--- config.mk ---
export PLATFORM = sky130hd
export DESIGN_NAME = hilo_divider_flat
export DESIGN_NICKNAME = d
export VERILOG_FILES = /design/src/rtl/hilo_divider_if.sv /design/src/rtl/hilo_divider.sv /design/src/flat_wrapper.sv
export SDC_FILE = /design/constraint.sdc
export NUM_CORES = 1
export LEC_CHECK = 0
export CAP_MARGIN = 20
export CORE_AREA = 2 2 154 156
export CTS_BUF_LIST = sky130_fd_sc_hd__clkbuf_4 sky130_fd_sc_hd__clkbuf_8
export DETAILED_ROUTE_END_ITERATION = 6
export DIE_AREA = 0 0 156 158
export GPL_TIMING_DRIVEN = 1
export PLACE_DENSITY = 0.82
export SYNTH_ARGS = -nofsm -noshare
export SYNTH_HDL_FRONTEND = slang
export SYNTH_SLANG_ARGS = --single-unit
--- constraint.sdc ---
create_clock -name clk -period 9.3 [get_ports clk]
set_input_delay 1.86 -clock clk [delete_from_list [all_inputs] [get_ports clk]]
set_output_delay 1.86 -clock clk [all_outputs]
set_load 0.03 [all_outputs]
--- src/rtl/hilo_divider_if.sv ---
// Request/result handshake between the ALU execute stage and the HI/LO divider.
// The ALU is the master; the divider is the slave.
interface hilo_divider_if #(
  parameter int WIDTH = 32
);
  logic [WIDTH-1:0]   a;
  logic [WIDTH-1:0]   b;
  logic               sign;
  logic               opn_valid;
  logic               res_ready;
  logic               res_valid;
  logic [2*WIDTH-1:0] result;

  modport master (
    output a,
    output b,
    output sign,
    output opn_valid,
    output res_ready,
    input  res_valid,
    input  result
  );

  modport slave (
    input  a,
    input  b,
    input  sign,
    input  opn_valid,
    input  res_ready,
    output res_valid,
    output result
  );
endinterface

--- src/rtl/hilo_divider.sv ---
// Radix-2 restoring divider for DIV/DIVU: one quotient bit per cycle, result held
// as {remainder, quotient} until the ALU takes it for HI/LO.
module hilo_divider #(
  parameter int WIDTH = 32
) (
  input logic           clk,
  input logic           rst,
  hilo_divider_if.slave bus
);

  localparam int CW = $clog2(WIDTH);

  typedef enum logic [1:0] {
    IDLE,
    BUSY,
    DONE
  } state_t;

  state_t             r_state;
  state_t             w_nextState;

  logic [WIDTH-1:0]   r_divisor;
  logic [WIDTH-1:0]   r_quo;
  logic [WIDTH-1:0]   r_rawA;
  logic [WIDTH:0]     r_rem;
  logic [CW-1:0]      r_count;
  logic               r_negQ;
  logic               r_negR;
  logic               r_divZero;
  logic [2*WIDTH-1:0] r_result;

  logic [WIDTH-1:0]   w_absA;
  logic [WIDTH-1:0]   w_absB;
  logic [WIDTH:0]     w_shifted;
  logic [WIDTH:0]     w_diff;
  logic               w_fits;
  logic [WIDTH:0]     w_nextRem;
  logic [WIDTH-1:0]   w_nextQuo;
  logic [WIDTH-1:0]   w_finalQ;
  logic [WIDTH-1:0]   w_finalR;
  logic               w_lastIter;

  // Operand magnitudes are only taken for signed requests.
  assign w_absA = (bus.sign && bus.a[WIDTH-1]) ? -bus.a : bus.a;
  assign w_absB = (bus.sign && bus.b[WIDTH-1]) ? -bus.b : bus.b;

  // The dividend shifts out of r_quo into the remainder while quotient bits shift in.
  assign w_shifted  = {r_rem[WIDTH-1:0], r_quo[WIDTH-1]};
  assign w_diff     = w_shifted - {1'b0, r_divisor};
  assign w_fits     = ~w_diff[WIDTH];
  assign w_nextRem  = w_fits ? w_diff : w_shifted;
  assign w_nextQuo  = {r_quo[WIDTH-2:0], w_fits};
  assign w_lastIter = (r_count == CW'(WIDTH - 1));

  assign w_finalQ = r_negQ ? -w_nextQuo : w_nextQuo;
  assign w_finalR = r_negR ? -w_nextRem[WIDTH-1:0] : w_nextRem[WIDTH-1:0];

  always_ff @(posedge clk or posedge rst) begin
    if (rst) begin
      r_state <= IDLE;
    end else begin
      r_state <= w_nextState;
    end
  end

  // A transfer wins over an abort when both could apply in DONE.
  always_comb begin
    w_nextState = r_state;
    case (r_state)
      IDLE: begin
        if (bus.opn_valid) begin
          w_nextState = BUSY;
        end
      end
      BUSY: begin
        if (!bus.opn_valid) begin
          w_nextState = IDLE;
        end else if (w_lastIter) begin
          w_nextState = DONE;
        end
      end
      DONE: begin
        if (bus.res_ready || !bus.opn_valid) begin
          w_nextState = IDLE;
        end
      end
      default: w_nextState = IDLE;
    endcase
  end

  always_ff @(posedge clk or posedge rst) begin
    if (rst) begin
      r_divisor <= '0;
      r_quo     <= '0;
      r_rawA    <= '0;
      r_rem     <= '0;
      r_count   <= '0;
      r_negQ    <= 1'b0;
      r_negR    <= 1'b0;
      r_divZero <= 1'b0;
      r_result  <= '0;
    end else begin
      case (r_state)
        IDLE: begin
          if (bus.opn_valid) begin
            r_divisor <= w_absB;
            r_quo     <= w_absA;
            r_rawA    <= bus.a;
            r_rem     <= '0;
            r_count   <= '0;
            r_negQ    <= bus.sign & (bus.a[WIDTH-1] ^ bus.b[WIDTH-1]);
            r_negR    <= bus.sign & bus.a[WIDTH-1];
            r_divZero <= (bus.b == '0);
          end
        end
        BUSY: begin
          if (bus.opn_valid) begin
            r_rem   <= w_nextRem;
            r_quo   <= w_nextQuo;
            r_count <= r_count + CW'(1);
            // Divide by zero keeps the normal latency but reports {a, all ones}.
            if (w_lastIter) begin
              r_result <= r_divZero ? {r_rawA, {WIDTH{1'b1}}} : {w_finalR, w_finalQ};
            end
          end
        end
        default: begin
        end
      endcase
    end
  end

  assign bus.res_valid = (r_state == DONE);
  assign bus.result    = r_result;

endmodule

--- src/flat_wrapper.sv ---
// flat-port wrapper written by rule: the top's interface ports become plain ports
module hilo_divider_flat 
#(
  parameter int WIDTH = 32
)
  (clk, rst, bus_a, bus_b, bus_sign, bus_opn_valid, bus_res_ready, bus_res_valid, bus_result);
  hilo_divider_if #(.WIDTH(WIDTH)) bus_i ();
  input logic clk;
  input logic rst;
  input wire logic [$bits(bus_i.a)-1:0] bus_a;
  input wire logic [$bits(bus_i.b)-1:0] bus_b;
  input wire logic [$bits(bus_i.sign)-1:0] bus_sign;
  input wire logic [$bits(bus_i.opn_valid)-1:0] bus_opn_valid;
  input wire logic [$bits(bus_i.res_ready)-1:0] bus_res_ready;
  output wire logic [$bits(bus_i.res_valid)-1:0] bus_res_valid;
  output wire logic [$bits(bus_i.result)-1:0] bus_result;
  assign bus_i.a = bus_a;
  assign bus_i.b = bus_b;
  assign bus_i.sign = bus_sign;
  assign bus_i.opn_valid = bus_opn_valid;
  assign bus_i.res_ready = bus_res_ready;
  assign bus_res_valid = bus_i.res_valid;
  assign bus_result = bus_i.result;
  hilo_divider #(.WIDTH(WIDTH)) u_core (.clk(clk), .rst(rst), .bus(bus_i));
endmodule
==> results.sh <==
export IMPL_status="complete, no violations"
export IMPL_hp_class="flop to flop"
export IMPL_synth_top_area_cell="dfrtp_1"
export IMPL_nets=1871
export IMPL_p_clk_share_pct=22.1
export IMPL_yosysWarnings=0
export IMPL_yosys_area_share_simple_pct=21.2
export IMPL_postCtsSetupRepairBufs=0
export IMPL_synthXorXnorAreaFrac_pct=8.10
export IMPL_setup_violations=0
export IMPL_cts_root_buf="clkbuf_8"
export IMPL_die_w_um=156
export IMPL_postSynthAreaPerCell_um2=8.15
export IMPL_ir_drop_uv=154
export IMPL_power_share_combinational_pct=50.6
export IMPL_critPathLaunchType="flop"
export IMPL_worstMarginPinSlew_ns=1.08
export IMPL_cap_violations=0
export IMPL_synthFlopType="dfrtp_1"
export IMPL_dieHeight_um=158
export IMPL_diodes=0
export IMPL_pwr_share_seq_pct=27.3
export IMPL_cts_resized_gates=0
export IMPL_synth_fp_nets=1779
export IMPL_antenna_left=0
export IMPL_synth_adder_area_share_pct=3.64
export IMPL_synthTopCellsByArea="dfrtp_1 (37%), nand2_1 (8.2%), o21ai_0 (6.7%)"
export IMPL_max_freq_mhz=160
export IMPL_max_stage_delay_ns=0.85
export IMPL_slew_violations=0
export IMPL_dr_pass1_iters=6
export IMPL_hpwlAfterDp_um=26800
export IMPL_area_delta_synth_final_pct=15.3
export IMPL_clk_latency_ns=0.55
export IMPL_fin_crit_ns=6.26
export IMPL_synth_area_mux_share_pct=2.83
export IMPL_grt_overflow=0
export IMPL_path_clk_slew_ns=0.06
export IMPL_rsz0062_at_grt="false"
export IMPL_arrival_ns=6.68
export IMPL_vias=12800
export IMPL_synth_top_area_share_pct=37.1
export IMPL_drt_initial_drc_count=1003
export IMPL_grt_usage_pct=30.8
export IMPL_rows=56
export IMPL_ys_ff_latch=202
export IMPL_skew_ns=0.0243
export IMPL_ys_types=93
export IMPL_clock_sinks=202
export IMPL_path_class="flop to flop"
export IMPL_io_pins=134
export IMPL_synth_compound_area_share_pct=22.2
export IMPL_antenna_found_initial=0
export IMPL_dieArea_um2=24600
export IMPL_htreeDepth=2
export IMPL_syn_area_um2=13600
export IMPL_required_ns=9.72
export IMPL_period_share_pct=67.3
export IMPL_synth_most_common_cell="nand2_1"
export IMPL_portBuffers=133
export IMPL_wl_per_cell_um=17.9
export IMPL_gp_congestion=0.948
export IMPL_grt_pass1_wl_um=61800
export IMPL_crit_slowest_cell="nor2_4"
export IMPL_cp_max_fo=48
export IMPL_critPathCaptureType="flop"
export IMPL_cts_buffers=37
export IMPL_grt_pass1_vias=12600
export IMPL_start_util_pct=59.1
export IMPL_design_core_area_um2=23100
export IMPL_synth_edff_count=0
export IMPL_cts_buffer_depth=3
export IMPL_timing_hold_violations_final=0
export IMPL_async_flop_share_pct=100
export IMPL_synth_top_family_by_area="compound AO/OA/AOI/OAI gates"
export IMPL_fin_tns_setup_ns=0
export IMPL_p_leak_nw=6.83
export IMPL_synth_common_cells="nand2_1 (297), dfrtp_1 (202), o21ai_0 (181)"
export IMPL_swShare_pct=43.6
export IMPL_slew_headroom_pct=26.0
export IMPL_power_per_cell_area_nw_per_um2=258
export IMPL_grt_start_max_net_pins=136
export IMPL_ys_seq_area_share_pct=37.1
export IMPL_fill_cells=1896
export IMPL_drive_gt1_share_pct=6.76
export IMPL_hold_start="u_core.bus.result[2]$_DFFE_PP0P_"
export IMPL_cts_tree="yes"
export IMPL_drc=0
export IMPL_synthCells=1671
export IMPL_intPower_mw=2.29
export IMPL_cp_cell_sequence="inv_1 -> ha_1 -> inv_1 -> fa_1 -> a211o_1 -> a21oi_2 -> a211o_1 -> a2111o_1 -> o211ai_2 -> nor2_4 -> inv_4 -> a21oi_1 -> ha_1 -> and3_1 -> nand2_1 -> or3_1 -> a2111o_1 -> o31ai_1 -> xnor2_1 -> a21oi_1"
export IMPL_viasPerCell=6.15
export IMPL_crit_reg2reg_launch="u_core.r_quo[31]$_DFFE_PP0P_"
export IMPL_p_total_mw=4.05
export IMPL_drt_wl_total_um=37300
export IMPL_ctsHoldBuffers=0
export IMPL_setup_worst_path_start="u_core.r_quo[31]$_DFFE_PP0P_"
export IMPL_switchingPower_mw=1.77
[cell families (layout without fill, tap and decap cells)]
logic type	Yosys count	count (layout)
xor+xnor	126	126
mux	38	38
simple gates	623	623
buf+inv	143	262
compound gates	500	500
flops	202	202
fa+ha+maj	39	39
[final timing paths]
path | end | slack [ns] | depth (start not counted)
min in group asynchronous | u_core.bus.result[2]$_DFFE_PP0P_ | 1.96 | 2
setup / recovery | u_core.bus.result[62]$_DFFE_PP0P_ | 3.04 | 20
hold reg to reg | u_core.bus.result[2]$_DFFE_PP0P_ | 0.47 | 2
setup reg to reg | u_core.bus.result[62]$_DFFE_PP0P_ | 3.04 | 20
max in group asynchronous | u_core.bus.result[49]$_DFFE_PP0P_ | 5.87 | 3
hold / removal | u_core.bus.result[2]$_DFFE_PP0P_ | 0.47 | 2
[critical path: cells and delay by family, from the launching register on]
family	cells	cell delay (ns)
AND/OR/NAND/NOR	4	1.54
buffers and inverters	3	0.58
AO/OA/AOI/OAI	9	2.56
adder cells (fa/ha/maj)	3	0.86
flip-flops	1	0.41
XOR/XNOR	1	0.17
[final cells by class]
class                           instances  area (um2)  area share (%)
Clock inverter                          7        70.1           0.446
Clock buffer                           59         706            4.49
Tap cell                              290         363            2.31
Sequential cell                       202        5050            32.2
Multi-Input combinational cell       1326        7900            50.3
Timing Repair Buffer                  142        1400            8.91
Inverter                               54         213            1.35
[sequential cells by signal, indices dropped and copies added (netlist names)]
register           count
u_core.bus.result     64
u_core.r_count         5
u_core.r_divZero       1
u_core.r_divisor      32
u_core.r_negQ          1
u_core.r_negR          1
u_core.r_quo          32
u_core.r_rawA         32
u_core.r_rem          32
u_core.r_state         2
[through the flow]
step / hold WS (ns) / util [%] / setup slack, ns / std cells / instance area (um2)
floorplan: 0.437 / - / 1.93 / 1671 / 13600
global route: 0.485 / 68.1 / 2.72 / 2080 / 15700
detailed placement: 0.457 / 64.8 / 3.24 / 2014 / 14900
finish: 0.469 / 68.1 / 3.04 / 2080 / 15700
global placement: 0.449 / 64.8 / 3.45 / 2014 / 14900
CTS: 0.470 / 68.1 / 3.18 / 2080 / 15700
[routing by layer]
metal / share of wire (%) / GRT usage, % / vias to the layer above / wire, um
met4: 3.4 / 12.8 / 0 / 1260
met1: 43 / 41.2 / 6120 / 15900
met5: 0 / 0 / - / 0
li1: - / - / 6083 / -
met2: 47 / 50.9 / 487 / 17700
met3: 6.5 / 4.13 / 95 / 2420
[layout by cell type (no fill, tap or decap), types with 19 or more instances in the layout]
cell             instances
xor2_1                  63
nor2_1                 130
o21ai_0                181
nand3_1                 19
ha_1                    38
nor3_1                  31
dfrtp_1                202
o31ai_1                 21
xnor2_1                 63
clkbuf_8                42
nand2_1                296
mux2i_1                 34
a21oi_1                151
or3_1                   25
inv_1                   51
clkdlybuf4s50_1        133
[power by group through the flow]
stage	sequential, mW	combinational, mW	clock [mW]
final	1.11	2.05	0.896
after detailed placement	1.12	1.99	0
after floorplan	1.07	1.62	0
after CTS	1.10	2.01	0.909
after global placement	1.11	1.95	0
after global routing	1.12	2.26	0.948
Note: power is estimated with default switching activity, not from simulation.
